--- src/rtl/bsg_wormhole_packet_arbiter_pkg.sv ---
// Shared types for the wormhole packet arbiter.
package bsg_wormhole_packet_arbiter_pkg;

    typedef enum logic [0:0] {
        e_idle   = 1'b0,
        e_locked = 1'b1
    } arb_state_e;

endpackage

--- src/rtl/bsg_wormhole_packet_arbiter_rr.sv ---
// Round-robin arbiter: one-hot grant searched from last grant + 1, pointer
// advances only when the grant is consumed (yumi_i).
module bsg_wormhole_packet_arbiter_rr #(
    parameter int inputs_p = 2
) (
    input  logic                clk_i,
    input  logic                reset_i,
    input  logic                grants_en_i,
    input  logic [inputs_p-1:0] reqs_i,
    output logic [inputs_p-1:0] grants_o,
    input  logic                yumi_i
);

    localparam int ptr_w_lp = $clog2(inputs_p);

    logic [ptr_w_lp-1:0] last_r;
    logic [ptr_w_lp-1:0] sel_idx_s;
    logic [ptr_w_lp:0]   cand_s;
    logic                found_s;

    // Wrap-around priority search starting just after the last winner
    always_comb begin
        sel_idx_s = last_r;
        found_s   = 1'b0;
        cand_s    = '0;
        for (int k = 1; k <= inputs_p; k++) begin
            cand_s = {1'b0, last_r} + (ptr_w_lp+1)'(k);
            if (cand_s >= (ptr_w_lp+1)'(inputs_p)) begin
                cand_s = cand_s - (ptr_w_lp+1)'(inputs_p);
            end else begin
                cand_s = cand_s;
            end
            if (!found_s && reqs_i[cand_s[ptr_w_lp-1:0]]) begin
                found_s   = 1'b1;
                sel_idx_s = cand_s[ptr_w_lp-1:0];
            end else begin
                found_s   = found_s;
            end
        end
    end

    // Decode the winning index into a one-hot grant
    always_comb begin
        grants_o = '0;
        if (found_s && grants_en_i) begin
            grants_o[sel_idx_s] = 1'b1;
        end else begin
            grants_o = '0;
        end
    end

    // Last-grant pointer; reset value gives source 0 top priority
    always_ff @(posedge clk_i) begin
        if (reset_i) begin
            last_r <= ptr_w_lp'(inputs_p - 1);
        end else if (yumi_i) begin
            last_r <= sel_idx_s;
        end else begin
            last_r <= last_r;
        end
    end

endmodule

--- src/rtl/bsg_wormhole_packet_arbiter.sv ---
// Packet-granular round-robin arbiter merging several wormhole sources onto one
// router link; a source keeps the link from header through its last body flit.
module bsg_wormhole_packet_arbiter
    import bsg_wormhole_packet_arbiter_pkg::*;
#(
    parameter int width_p          = 16,
    parameter int x_cord_width_p   = 4,
    parameter int y_cord_width_p   = 4,
    parameter int len_width_p      = 4,
    parameter int reserved_width_p = 0,
    parameter int num_in_p         = 2
) (
    input  logic                             clk_i,
    input  logic                             reset_i,
    input  logic [num_in_p-1:0]              v_i,
    input  logic [num_in_p-1:0][width_p-1:0] data_i,
    output logic [num_in_p-1:0]              ready_o,
    output logic                             v_o,
    output logic [width_p-1:0]               data_o,
    input  logic                             ready_i
);

    localparam int len_lsb_lp   = x_cord_width_p + y_cord_width_p;
    localparam int hdr_width_lp = len_lsb_lp + len_width_p + reserved_width_p;

    if (num_in_p < 2 || hdr_width_lp > width_p) begin : g_param_check
        $error("bsg_wormhole_packet_arbiter: illegal num_in_p or header wider than flit");
    end

    arb_state_e               state_r, state_n_s;
    logic [num_in_p-1:0]      owner_r, owner_n_s;
    logic [len_width_p-1:0]   count_r, count_n_s;
    logic [len_width_p-1:0]   len_s;
    logic [num_in_p-1:0]      reqs_s, grants_s, sel_oh_s;
    logic [width_p-1:0]       data_mux_s;
    logic                     hs_s, yumi_s;

    bsg_wormhole_packet_arbiter_rr #(
        .inputs_p (num_in_p)
    ) rr_arb (
        .clk_i       (clk_i),
        .reset_i     (reset_i),
        .grants_en_i (1'b1),
        .reqs_i      (reqs_s),
        .grants_o    (grants_s),
        .yumi_i      (yumi_s)
    );

    // Request mask and output select: the owner alone is eligible while locked
    always_comb begin
        reqs_s   = v_i;
        sel_oh_s = grants_s;
        if (state_r == e_locked) begin
            reqs_s   = v_i & owner_r;
            sel_oh_s = owner_r;
        end else begin
            reqs_s   = v_i;
            sel_oh_s = grants_s;
        end
    end

    // One-hot data mux
    always_comb begin
        data_mux_s = '0;
        for (int i = 0; i < num_in_p; i++) begin
            if (sel_oh_s[i]) begin
                data_mux_s = data_mux_s | data_i[i];
            end else begin
                data_mux_s = data_mux_s;
            end
        end
    end

    assign data_o  = data_mux_s;
    assign v_o     = ~reset_i & (|reqs_s);
    assign ready_o = reset_i ? '0 : (sel_oh_s & {num_in_p{ready_i}});
    assign hs_s    = v_o & ready_i;
    assign len_s   = data_o[len_lsb_lp +: len_width_p];

    // Next lock/counter state and pointer-advance pulse on packet completion
    always_comb begin
        state_n_s = state_r;
        owner_n_s = owner_r;
        count_n_s = count_r;
        yumi_s    = 1'b0;
        case (state_r)
            e_idle: begin
                if (hs_s && (len_s == '0)) begin
                    yumi_s = 1'b1;
                end else if (hs_s) begin
                    owner_n_s = grants_s;
                    count_n_s = len_s;
                    state_n_s = e_locked;
                end else begin
                    state_n_s = e_idle;
                end
            end
            e_locked: begin
                if (hs_s && (count_r == len_width_p'(1))) begin
                    count_n_s = '0;
                    state_n_s = e_idle;
                    yumi_s    = 1'b1;
                end else if (hs_s) begin
                    count_n_s = count_r - len_width_p'(1);
                end else begin
                    count_n_s = count_r;
                end
            end
            default: begin
                state_n_s = e_idle;
                count_n_s = '0;
            end
        endcase
    end

    // Lock, owner and remaining-flit registers
    always_ff @(posedge clk_i) begin
        if (reset_i) begin
            state_r <= e_idle;
            owner_r <= '0;
            count_r <= '0;
        end else begin
            state_r <= state_n_s;
            owner_r <= owner_n_s;
            count_r <= count_n_s;
        end
    end

endmodule

--- config.mk ---
export PLATFORM = sky130hd
export DESIGN_NAME = bsg_wormhole_packet_arbiter
export DESIGN_NICKNAME = d
export VERILOG_FILES = /design/src/rtl/bsg_wormhole_packet_arbiter_pkg.sv /design/src/rtl/bsg_wormhole_packet_arbiter_rr.sv /design/src/rtl/bsg_wormhole_packet_arbiter.sv
export SDC_FILE = /design/constraint.sdc
export NUM_CORES = 1
export LEC_CHECK = 0
export CORE_AREA = 2 2 40 42
export DETAILED_ROUTE_END_ITERATION = 7
export DIE_AREA = 0 0 42 44
export DONT_BUFFER_PORTS = 1
export PLACE_DENSITY = 0.81
export SETUP_SLACK_MARGIN = 0.15
export SYNTH_ARGS = -nofsm -noshare
export SYNTH_HDL_FRONTEND = slang
export SYNTH_HIERARCHICAL = 1
export SYNTH_SLANG_ARGS = --single-unit
--- constraint.sdc ---
create_clock -name clk_i -period 4.8 [get_ports clk_i]
set_input_delay 0.96 -clock clk_i [delete_from_list [all_inputs] [get_ports clk_i]]
set_output_delay 0.96 -clock clk_i [all_outputs]
set_load 0.1 [all_outputs]
==> results_tabular.tex, run 1 <==
\begin{tabular}{lr}
\hline
Metric & Value \\
\hline
\multicolumn{2}{l}{\textbf{Outcome}} \\
Status & finished, final reports clean \\
\multicolumn{2}{l}{\textbf{Worst setup path}} \\
Critical path peak fanout & 17 \\
Data required, critical path & 3840 ps \\
Worst Setup End Kind & output port \\
Startpoint type of the worst setup path & input port \\
Worst Setup Path Type & in -> out \\
Flop2flop setup slack & 2190 ps \\
Data arrival time at the worst-slack endpoint & 2750 ps \\
\multicolumn{2}{l}{\textbf{Clock network}} \\
Clock tree from TritonCTS & built \\
Number of levels in the clock H-tree & 1 \\
Clk sinks & 8 \\
Post-cts gate resize count & 0 \\
Clock latency on the worst-skew pair & 250 ps \\
Count of buffers added by post-CTS timing repair for setup & 0 \\
Number of buffers on the longest clock path & 2 \\
CTS clk-pin slew, worst paths & 50 ps \\
Buffer type at the clock tree root & clkbuf\_4 \\
Num CTS Buffers & 3 \\
Post-CTS Hold Buffers & 0 \\
\multicolumn{2}{l}{\textbf{Timing}} \\
Final worst hold slack & 536 ps \\
Post-Route Skew & 1.89 ps \\
Clock period minus worst slack & 3710 ps \\
Final clock period utilization by the worst path & 0.773 \\
Fmax & 0.269 GHz \\
Worst max-slew margin expressed relative to the limit & 0.216 \\
Unrepaired setup endpoints after global routing & no \\
Worst slew pin tran & 1180 ps \\
Total Negative Setup Slacks & 0 ps \\
Setup-violating endpoint count in the final report & 0 \\
Number of pins exceeding their max-slew limit in the final report & 0 \\
Final number of hold-violating endpoints & 0 \\
\multicolumn{2}{l}{\textbf{Logic synthesis}} \\
Synth Warn \# & 6 \\
Proportion of synthesized chip area in sequential cells & 0.185 \\
Commonest cells in the netlist & a22o\_1 (17), a21oi\_1 (9), dfxtp\_1 (8) \\
Synth top area share & 0.185 \\
Netlist cell types & 45 \\
Most area-hungry cell type in the Yosys netlist & dfxtp\_1 \\
Main area contributors after synthesis & dfxtp\_1 (19\%), a22o\_1 (17\%), o41ai\_4 (6.4\%) \\
Cells after synthesis & 96 \\
Area of the mapped netlist & 865 um2 \\
Average instance area after synthesis & 9.01 um2 \\
Main flop type after synthesis & dfxtp\_1 \\
Most common cell in the netlist & a22o\_1 \\
Count of flip-flops with a built-in enable after synthesis & 0 \\
Number of register bits inferred by synthesis & 8 \\
Async set or reset register ratio after synthesis & 0 \\
\multicolumn{2}{l}{\textbf{Detailed routing}} \\
Drc violations & 0 \\
Via count normalized by instance count & 6.63 \\
Total number of vias & 855 \\
Number of detailed-route iterations in the first pass & 4 \\
Routed wire length per instance & 17.6 um \\
Antenna Violating Nets Remaining & 0 \\
Number of design-rule violations left by the first detailed-router iteration & 10 \\
Wire length after detailed routing & 2.27 mm \\
\multicolumn{2}{l}{\textbf{Finish}} \\
Fillcell total & 115 \\
Number of diodes & 0 \\
Net count of the finished layout & 154 \\
Area growth syn-to-layout & 18.1\% \\
Layout cells sized above 1 & 0.363 \\
\multicolumn{2}{l}{\textbf{Global route}} \\
Global route overflow & 0 \\
First-pass GRT wire length & 3.53 mm \\
Number of global-route vias before repair & 799 \\
Initial antenna violation count & 0 \\
Maximum number of pins on one net before global-route repair & 18 \\
Global router's overall resource usage & 0.249 \\
\multicolumn{2}{l}{\textbf{Placed design}} \\
Post-detail-place hpwl & 1.83 mm \\
I/O Buffers & 0 \\
Routability-driven placement congestion ratio & 0.855 \\
\multicolumn{2}{l}{\textbf{Die}} \\
Number of placement rows & 14 \\
Area of the core & 0.00142 mm2 \\
Area enclosed by the die boundary & 0.00185 mm2 \\
Die height & 44 um \\
DIE WIDTH & 42 um \\
Effective utilization at floorplan & 0.609 \\
Total I/O pin count & 56 \\
\multicolumn{2}{l}{\textbf{Power and ir drop}} \\
Worst IR Drop VDD & 178 uV \\
Leakage power figure & 0.432 nW \\
Overall power & 0.278 mW \\
PD cells & 272 mW/mm2 \\
\multicolumn{2}{l}{\textbf{Worst hold path}} \\
Classification of the worst-slack hold path & reg -> reg \\
\multicolumn{2}{l}{\textbf{Job}} \\
Number of max-cap violations & 0 \\
\hline
\end{tabular}
## power by group
part	switching (mW)	total, mW	internal (mW)
registers	0.00339	0.0726	0.0692
logic	0.118	0.156	0.0379
clock network	0.0209	0.0494	0.0285
## kinds of logic (layout without fill, tap and decap cells)
group / after synthesis / count (layout) / share of synthesized area
multiplexers: 2 / 2 / 0.0304
buffers and inverters: 12 / 28 / 0.0666
XOR/XNOR: 1 / 1 / 0.0101
AO/OA/AOI/OAI: 48 / 48 / 0.528
flip-flops: 8 / 8 / 0.185
other: 1 / 2 / 0.00434
AND/OR/NAND/NOR: 22 / 22 / 0.146
adder cells (fa/ha/maj): 2 / 2 / 0.0289
## metrics by stage
step                setup WS [ps]  std cells   util  instance area [um2]
global route                  907        129  0.720                 1020
finish                       1090        129  0.720                 1020
detailed placement           1110        126  0.704                  998
floorplan                     213         97      -                  868
CTS                          1100        129  0.720                 1020
global placement             1210        126  0.704                  998
## registers in the layout, summed over array words and instances, names as in the netlist
| signal | cells |
|---|---|
| count_r | 4 |
| owner_r | 2 |
| rr_arb/last_r | 1 |
| state_r | 1 |
## layer usage
layer  global-route usage  share of wire  wire length, um  vias to the layer above
met2                0.459           0.52             1170                       41
li1                     -              -                -                      412
met4                0.103         0.0040                9                        0
met1                0.256           0.38              854                      400
met5                    0              0                0                        -
met3               0.0875           0.10              233                        2
## worst max-delay path, stage by stage
cell and delay [ps]:
a21boi_0 280, nand2_1 80, a21oi_1 440, mux2_2 460, a22o_1 230, buf_4 300
## area by class of cell
type / count / area, um2 / share of cell area
Clock buffer: 3 / 22.5 / 0.0221
Timing Repair Buffer: 18 / 135 / 0.132
Inverter: 7 / 26.3 / 0.0257
Sequential cell: 8 / 160 / 0.157
Multi-Input combinational cell: 77 / 657 / 0.643
Tap cell: 16 / 20.0 / 0.0196
## path summary, 6_finish.rpt
check	from	end	depth (start not counted)
setup reg to reg	state_r	count_r[2]	7
setup / recovery	v_i[0]	data_o[8]	6
hold reg to reg	count_r[1]	count_r[1]	2
hold / removal	count_r[1]	count_r[1]	2
## cell usage in the layout (no fill, tap or decap), drive strengths merged, types with 2 or more instances in the layout
| cell | instances |
|---|---|
| clkbuf | 3 |
| o21bai | 2 |
| a221oi | 3 |
| nand2 | 7 |
| conb | 2 |
| dfxtp | 8 |
| a21oi | 9 |
| ha | 2 |
| o31ai | 2 |
| inv | 7 |
| mux2 | 2 |
| o41ai | 2 |
| nand3 | 4 |
| a211o | 2 |
| buf | 18 |
| a22o | 17 |
| a21boi | 2 |
No activity file was read; power rests on OpenSTA's default activity.
==> run 2: changes to the inputs <==
--- a/config.mk
+++ b/config.mk
@@ -5,11 +5,11 @@
 export SDC_FILE = /design/constraint.sdc
 export NUM_CORES = 1
 export LEC_CHECK = 0
-export CORE_AREA = 2 2 40 42
+export CORE_AREA = 2 2 41 43
 export DETAILED_ROUTE_END_ITERATION = 7
-export DIE_AREA = 0 0 42 44
+export DIE_AREA = 0 0 43 45
 export DONT_BUFFER_PORTS = 1
-export PLACE_DENSITY = 0.81
+export PLACE_DENSITY = 0.78
 export SETUP_SLACK_MARGIN = 0.15
 export SYNTH_ARGS = -nofsm -noshare
 export SYNTH_HDL_FRONTEND = slang
==> constraint.sdc (replaced) <==
create_clock -name clk_i -period 3.5 [get_ports clk_i]
set_input_delay 0.7 -clock clk_i [delete_from_list [all_inputs] [get_ports clk_i]]
set_output_delay 0.7 -clock clk_i [all_outputs]
set_load 0.1 [all_outputs]
==> run 2 against run 1 <==
  * Routed wire length grew 1.9%
  * Via count shrank 3.3%
  * Clock-buffer cell count unchanged
  * Sequential power rose by 37%
  * Final cell count fell by 6.2%
  * Clock skew rose by 2.3 ps
  * Utilization fell by 5.4 points
  * Global-route usage decreased by 1.0 points
  * First-iteration DRC count rose to 2.9 times the previous value
  * Clock power up 46%
  * Highest routed layer unchanged
==> results_tabular.tex, run 2 (same netlist as run 1, synthesis figures left out) <==
\begin{tabular}{lr}
\hline
Metric & Value \\
\hline
\multicolumn{2}{l}{\textbf{Global route}} \\
Number of global-route vias before repair & 799 (unchanged) \\
First-pass GRT wire length & 3.55 mm (+0.60\%) \\
Global router's overall resource usage & 0.238 (-0.0105) \\
Global route overflow & 0 (unchanged) \\
Maximum number of pins on one net before global-route repair & 18 (unchanged) \\
Initial antenna violation count & 0 (unchanged) \\
\multicolumn{2}{l}{\textbf{Finish}} \\
Number of flip-flops under the largest register name & 4 (unchanged) \\
Number of diodes & 0 (unchanged) \\
Area growth syn-to-layout & 13.3\% \\
Layout cells sized above 1 & 0.419 (+0.0562) \\
Top library cells by usage in the layout, fill and taps aside & a22o\_2 (10), buf\_4 (10), a21oi\_1 (8), dfxtp\_1 (8) \\
Largest register by flop count & count\_r \\
Net count of the finished layout & 146 (-5.2\%) \\
Utilization of the core after routing & 0.666 (-0.0538) \\
Registers with the most flip-flops & count\_r: 4 flops, owner\_r: 2 flops \\
\multicolumn{2}{l}{\textbf{Timing}} \\
Unrepaired setup endpoints after global routing & no \\
Fin worst setup slack & 512 ps (-575 ps) \\
Fmax & 0.335 GHz \\
Total Negative Setup Slacks & 0 ps (unchanged) \\
Final number of hold-violating endpoints & 0 (unchanged) \\
Final clock period utilization by the worst path & 0.854 \\
Final worst hold slack & 505 ps (-31.2 ps) \\
Clock period minus worst slack & 2990 ps \\
Post-Route Skew & 4.15 ps (+2.26 ps) \\
Number of pins exceeding their max-slew limit in the final report & 0 (unchanged) \\
Setup-violating endpoint count in the final report & 0 (unchanged) \\
Worst slew pin tran & 554 ps (-623 ps) \\
Worst max-slew margin expressed relative to the limit & 0.631 (+0.415) \\
\multicolumn{2}{l}{\textbf{Worst setup path}} \\
Worst Setup Path Type & reg -> out \\
Worst Setup End Kind & output port \\
Crit path max-delay cell type & a22o\_2 \\
Slowest Stage Delay on Critical Path & 570 ps (+110 ps) \\
Critical path peak fanout & 17 (unchanged) \\
Data required, critical path & 2800 ps (-1040 ps) \\
Ordered list of cells on the worst path & a21boi\_0 > nand2\_1 > a21oi\_1 > mux2\_2 > a22o\_2 \\
Startpoint type of the worst setup path & register \\
Flop2flop setup slack & 1070 ps (-1120 ps) \\
Data arrival time at the worst-slack endpoint & 2290 ps (-460 ps) \\
\multicolumn{2}{l}{\textbf{Detailed routing}} \\
Via count normalized by instance count & 6.83 (+3.1\%) \\
Number of detailed-route iterations in the first pass & 5 (+1) \\
Routed wire length per instance & 19.1 um (+8.6\%) \\
Drc violations & 0 (unchanged) \\
Number of design-rule violations left by the first detailed-router iteration & 29 (+19) \\
Wire length after detailed routing & 2.31 mm (+1.9\%) \\
Total number of vias & 827 (-3.3\%) \\
Antenna Violating Nets Remaining & 0 (unchanged) \\
\multicolumn{2}{l}{\textbf{Placed design}} \\
Post-detail-place hpwl & 1.83 mm (-0.16\%) \\
Routability-driven placement congestion ratio & 0.831 (-2.9\%) \\
Setup slack after placement & 309 ps (-797 ps) \\
I/O Buffers & 0 (unchanged) \\
\multicolumn{2}{l}{\textbf{Clock network}} \\
Post-CTS Hold Buffers & 0 (unchanged) \\
Clock latency on the worst-skew pair & 260 ps (about the same) \\
Num CTS Buffers & 3 (unchanged) \\
Count of buffers added by post-CTS timing repair for setup & 0 (unchanged) \\
Buffer type at the clock tree root & clkbuf\_4 \\
CTS clk-pin slew, worst paths & 60 ps (about the same) \\
Clock tree from TritonCTS & built \\
Clk sinks & 8 (unchanged) \\
Number of buffers on the longest clock path & 2 (unchanged) \\
Number of levels in the clock H-tree & 1 (unchanged) \\
\multicolumn{2}{l}{\textbf{Power and ir drop}} \\
Worst IR Drop VDD & 210 uV (+18\%) \\
Overall power & 0.379 mW (+36\%) \\
Leakage power figure & 0.396 nW (-8.4\%) \\
PD cells & 387 mW/mm2 (+42\%) \\
\multicolumn{2}{l}{\textbf{Die}} \\
DIE WIDTH & 43 um (+2.4\%) \\
Area of the core & 0.00147 mm2 (+3.7\%) \\
Die height & 45 um (+2.3\%) \\
Area enclosed by the die boundary & 0.00194 mm2 (+4.7\%) \\
Total I/O pin count & 56 (unchanged) \\
Number of placement rows & 14 (unchanged) \\
Effective utilization at floorplan & 0.588 (-0.0218) \\
\multicolumn{2}{l}{\textbf{Job}} \\
Number of max-cap violations & 0 (unchanged) \\
\multicolumn{2}{l}{\textbf{Worst hold path}} \\
Classification of the worst-slack hold path & in -> reg \\
\multicolumn{2}{l}{\textbf{Outcome}} \\
Status & finished, final reports clean \\
\hline
\end{tabular}
-- run 2: metrics by stage --
step / instances / instance area (um2)
3_3_place_gp: 118 / 956
4_1_cts: 121 / 978
2_1_floorplan: 97 / 888
3_5_place_dp: 118 / 956
5_1_grt: 121 / 980
6_report: 121 / 980
-- run 2: final timing paths --
path	startpoint	end	cells past startpoint
min	reset_i	count_r[3]	1
min reg2reg	count_r[1]	count_r[1]	2
max	state_r	data_o[10]	5
max reg2reg	state_r	count_r[2]	6
-- run 2: layout make-up --
class | count | area [um2]
multi-input cells | 77 | 676
fillers | 122 | 492
flip-flops and latches | 8 | 160
repair buffers | 10 | 75.1
inverters | 7 | 26.3
clock buffers | 3 | 22.5
well taps | 16 | 20.0
-- run 2: metal layers --
layer	routed length [um]	global-route usage	part of all wire	vias to the layer above
met2	1160	0.439	0.50	46
met3	260	0.0680	0.11	2
met5	0	0	0	-
li1	-	-	-	399
met1	872	0.258	0.38	380
met4	12	0.0970	0.0052	0
-- run 2: what timing repair did --
| item | 4_1_cts | 5_1_grt |
|---|---|---|
| setup endpoints to repair | 0 | 1 |
| resized for setup | 0 | 1 |
| endpoints found under the hold margin | 0 | 0 |
-- run 2: worst max-delay path, delay by kind of cell (launching register included) --
kind | cells | cell delay (ps)
AOI/OAI and AO/OA | 3 | 1120
and+or+nand+nor | 1 | 90
DFF | 1 | 440
muxes | 1 | 380
-- run 2: report_power, final --
part	switching [mW]	internal, mW
Combinational	0.161	0.0464
Clock	0.0325	0.0393
Sequential	0.00488	0.0948
Total	0.198	0.181
==> run 3: changes to the inputs <==
--- a/config.mk
+++ b/config.mk
@@ -9,7 +9,7 @@
 export DETAILED_ROUTE_END_ITERATION = 7
 export DIE_AREA = 0 0 43 45
 export DONT_BUFFER_PORTS = 1
-export PLACE_DENSITY = 0.78
+export PLACE_DENSITY = 0.84
 export SETUP_SLACK_MARGIN = 0.15
 export SYNTH_ARGS = -nofsm -noshare
 export SYNTH_HDL_FRONTEND = slang
==> run 3 against run 2 <==
  * Largest power group unchanged
  * Highest routed layer unchanged
  * Critical path depth increased by 1
  * First-iteration DRC count decreased by 14%
  * Largest cell class unchanged
  * Sequential cell count unchanged
==> results_tabular.tex, run 3 (same netlist as run 1, synthesis figures left out) <==
\begin{tabular}{lr}
\hline
Metric & Value \\
\hline
\multicolumn{2}{l}{\textbf{Detailed routing}} \\
Total number of vias & 863 (+4.4\%) \\
Via count normalized by instance count & 7.07 (+3.5\%) \\
Antenna Violating Nets Remaining & 0 (unchanged) \\
Drc violations & 0 (unchanged) \\
Number of detailed-route iterations in the first pass & 5 (unchanged) \\
Routed wire length per instance & 19.3 um (+1.2\%) \\
Wire length after detailed routing & 2.36 mm (+2.1\%) \\
Number of design-rule violations left by the first detailed-router iteration & 25 (-14\%) \\
\multicolumn{2}{l}{\textbf{Clock network}} \\
Post-CTS Hold Buffers & 0 (unchanged) \\
Clk sinks & 8 (unchanged) \\
Number of buffers on the longest clock path & 2 (unchanged) \\
Num CTS Buffers & 3 (unchanged) \\
Clock latency on the worst-skew pair & 260 ps (about the same) \\
Count of buffers added by post-CTS timing repair for setup & 0 (unchanged) \\
Clock tree from TritonCTS & built \\
Buffer type at the clock tree root & clkbuf\_4 \\
Post-cts gate resize count & 0 (unchanged) \\
Number of levels in the clock H-tree & 1 (unchanged) \\
CTS clk-pin slew, worst paths & 60 ps (about the same) \\
\multicolumn{2}{l}{\textbf{Worst setup path}} \\
Data arrival time at the worst-slack endpoint & 2320 ps (+30 ps) \\
Critical path peak fanout & 17 (unchanged) \\
Crit path max-delay cell type & a22o\_2 \\
Worst Setup Path Type & reg -> out \\
Slowest Stage Delay on Critical Path & 520 ps (-50 ps) \\
Data required, critical path & 2800 ps (about the same) \\
Ordered list of cells on the worst path & a21boi\_0 > nand2\_1 > a21oi\_1 > buf\_4 > mux2\_4 > a22o\_2 \\
Worst Setup End Kind & output port \\
Startpoint type of the worst setup path & register \\
\multicolumn{2}{l}{\textbf{Die}} \\
Area enclosed by the die boundary & 0.00194 mm2 (unchanged) \\
Number of placement rows & 14 (unchanged) \\
Effective utilization at floorplan & 0.588 (unchanged) \\
Area of the core & 0.00147 mm2 (unchanged) \\
Die height & 45 um (unchanged) \\
Total I/O pin count & 56 (unchanged) \\
DIE WIDTH & 43 um (unchanged) \\
\multicolumn{2}{l}{\textbf{Finish}} \\
Top library cells by usage in the layout, fill and taps aside & buf\_4 (11), a22o\_2 (9), a22o\_1 (8), a21oi\_1 (8), dfxtp\_1 (8) \\
Largest register by flop count & count\_r \\
Registers with the most flip-flops & count\_r: 4 flops, owner\_r: 2 flops \\
Net count of the finished layout & 147 (+0.68\%) \\
Number of diodes & 0 (unchanged) \\
Number of flip-flops under the largest register name & 4 (unchanged) \\
Fillcell total & 135 (+11\%) \\
Layout cells sized above 1 & 0.415 (-0.00395) \\
Final cell count without fillers & 122 (+0.83\%) \\
Area growth syn-to-layout & 14.0\% \\
Most common library cell in the layout ignoring fill and taps & buf\_4 \\
\multicolumn{2}{l}{\textbf{Placed design}} \\
Routability-driven placement congestion ratio & 0.953 (+15\%) \\
I/O Buffers & 0 (unchanged) \\
Setup slack after placement & 576 ps (+267 ps) \\
Placed cells & 119 (+0.85\%) \\
Post-detail-place hpwl & 1.82 mm (-0.71\%) \\
\multicolumn{2}{l}{\textbf{Global route}} \\
Global router's overall resource usage & 0.253 (+0.0147) \\
Maximum number of pins on one net before global-route repair & 18 (unchanged) \\
Initial antenna violation count & 0 (unchanged) \\
Global route overflow & 0 (unchanged) \\
Number of global-route vias before repair & 799 (unchanged) \\
First-pass GRT wire length & 3.70 mm (+4.3\%) \\
\multicolumn{2}{l}{\textbf{Job}} \\
Number of max-cap violations & 0 (unchanged) \\
\multicolumn{2}{l}{\textbf{Timing}} \\
Final clock period utilization by the worst path & 0.862 (+0.00868) \\
Number of pins exceeding their max-slew limit in the final report & 0 (unchanged) \\
Clock period minus worst slack & 3020 ps (+30.4 ps) \\
Setup-violating endpoint count in the final report & 0 (unchanged) \\
Worst max-slew margin expressed relative to the limit & 0.647 (+0.0159) \\
Fmax & 0.331 GHz (-1.0\%) \\
Final number of hold-violating endpoints & 0 (unchanged) \\
Unrepaired setup endpoints after global routing & no \\
Total Negative Setup Slacks & 0 ps (unchanged) \\
Post-Route Skew & 0.347 ps (-3.80 ps) \\
Fin worst setup slack & 482 ps (-30.4 ps) \\
Final worst hold slack & 494 ps (-10.8 ps) \\
Worst slew pin tran & 533 ps (-21.3 ps) \\
\multicolumn{2}{l}{\textbf{Worst hold path}} \\
Classification of the worst-slack hold path & in -> reg \\
\multicolumn{2}{l}{\textbf{Power and ir drop}} \\
PD cells & 391 mW/mm2 (+1.0\%) \\
Overall power & 0.385 mW (+1.7\%) \\
Leakage power figure & 0.401 nW (+1.2\%) \\
Worst IR Drop VDD & 216 uV (+3.0\%) \\
\multicolumn{2}{l}{\textbf{Outcome}} \\
Status & finished, final reports clean \\
\hline
\end{tabular}
-- run 3: changes by cell type in the layout (fill, tap and decap cells not counted), sizes merged --
cell | previous run | this run
buf | 10 | 11
-- run 3: critical path: cells and delay by family (launching register included) --
kind	cells	cell delay [ps]
compound gates	3	1080
mux	1	260
simple gates	1	100
buf+inv	1	170
flops	1	440
-- run 3: final timing paths --
check | from | endpoint | slack, ps | cells past startpoint
min | reset_i | count_r[3] | 490 | 1
max | state_r | data_o[8] | 480 | 6
min reg2reg | count_r[1] | count_r[1] | 540 | 2
max reg2reg | state_r | count_r[2] | 1070 | 9
-- run 3: metal layers --
metal / vias to the layer above / share of wire / GRT usage
met2: 55 / 0.46 / 0.406
met5: - / 0 / 0
met3: 7 / 0.13 / 0.0880
met4: 0 / 0.024 / 0.152
li1: 398 / - / -
met1: 403 / 0.38 / 0.293
-- run 3: stage by stage --
step | util | cell area [um2]
after floorplan | - | 888
after global placement | 0.655 | 963
after detailed placement | 0.655 | 963
after CTS | 0.670 | 986
after global routing | 0.670 | 986
final | 0.670 | 986
-- run 3: power breakdown --
part / total [mW] / internal, mW / switching, mW
sequential: 0.0997 / 0.0948 / 0.00493
clock: 0.0772 / 0.0397 / 0.0376
combinational: 0.208 / 0.0473 / 0.161
total: 0.385 / 0.182 / 0.204
-- run 3: area by class of cell --
class / instances / area [um2] / share of cell area
clock buffer: 3 / 22.5 / 0.0228
multi-input combinational: 77 / 674 / 0.684
inverter: 7 / 26.3 / 0.0266
tap: 16 / 20.0 / 0.0203
sequential: 8 / 160 / 0.162
timing repair buffer: 11 / 82.6 / 0.0838
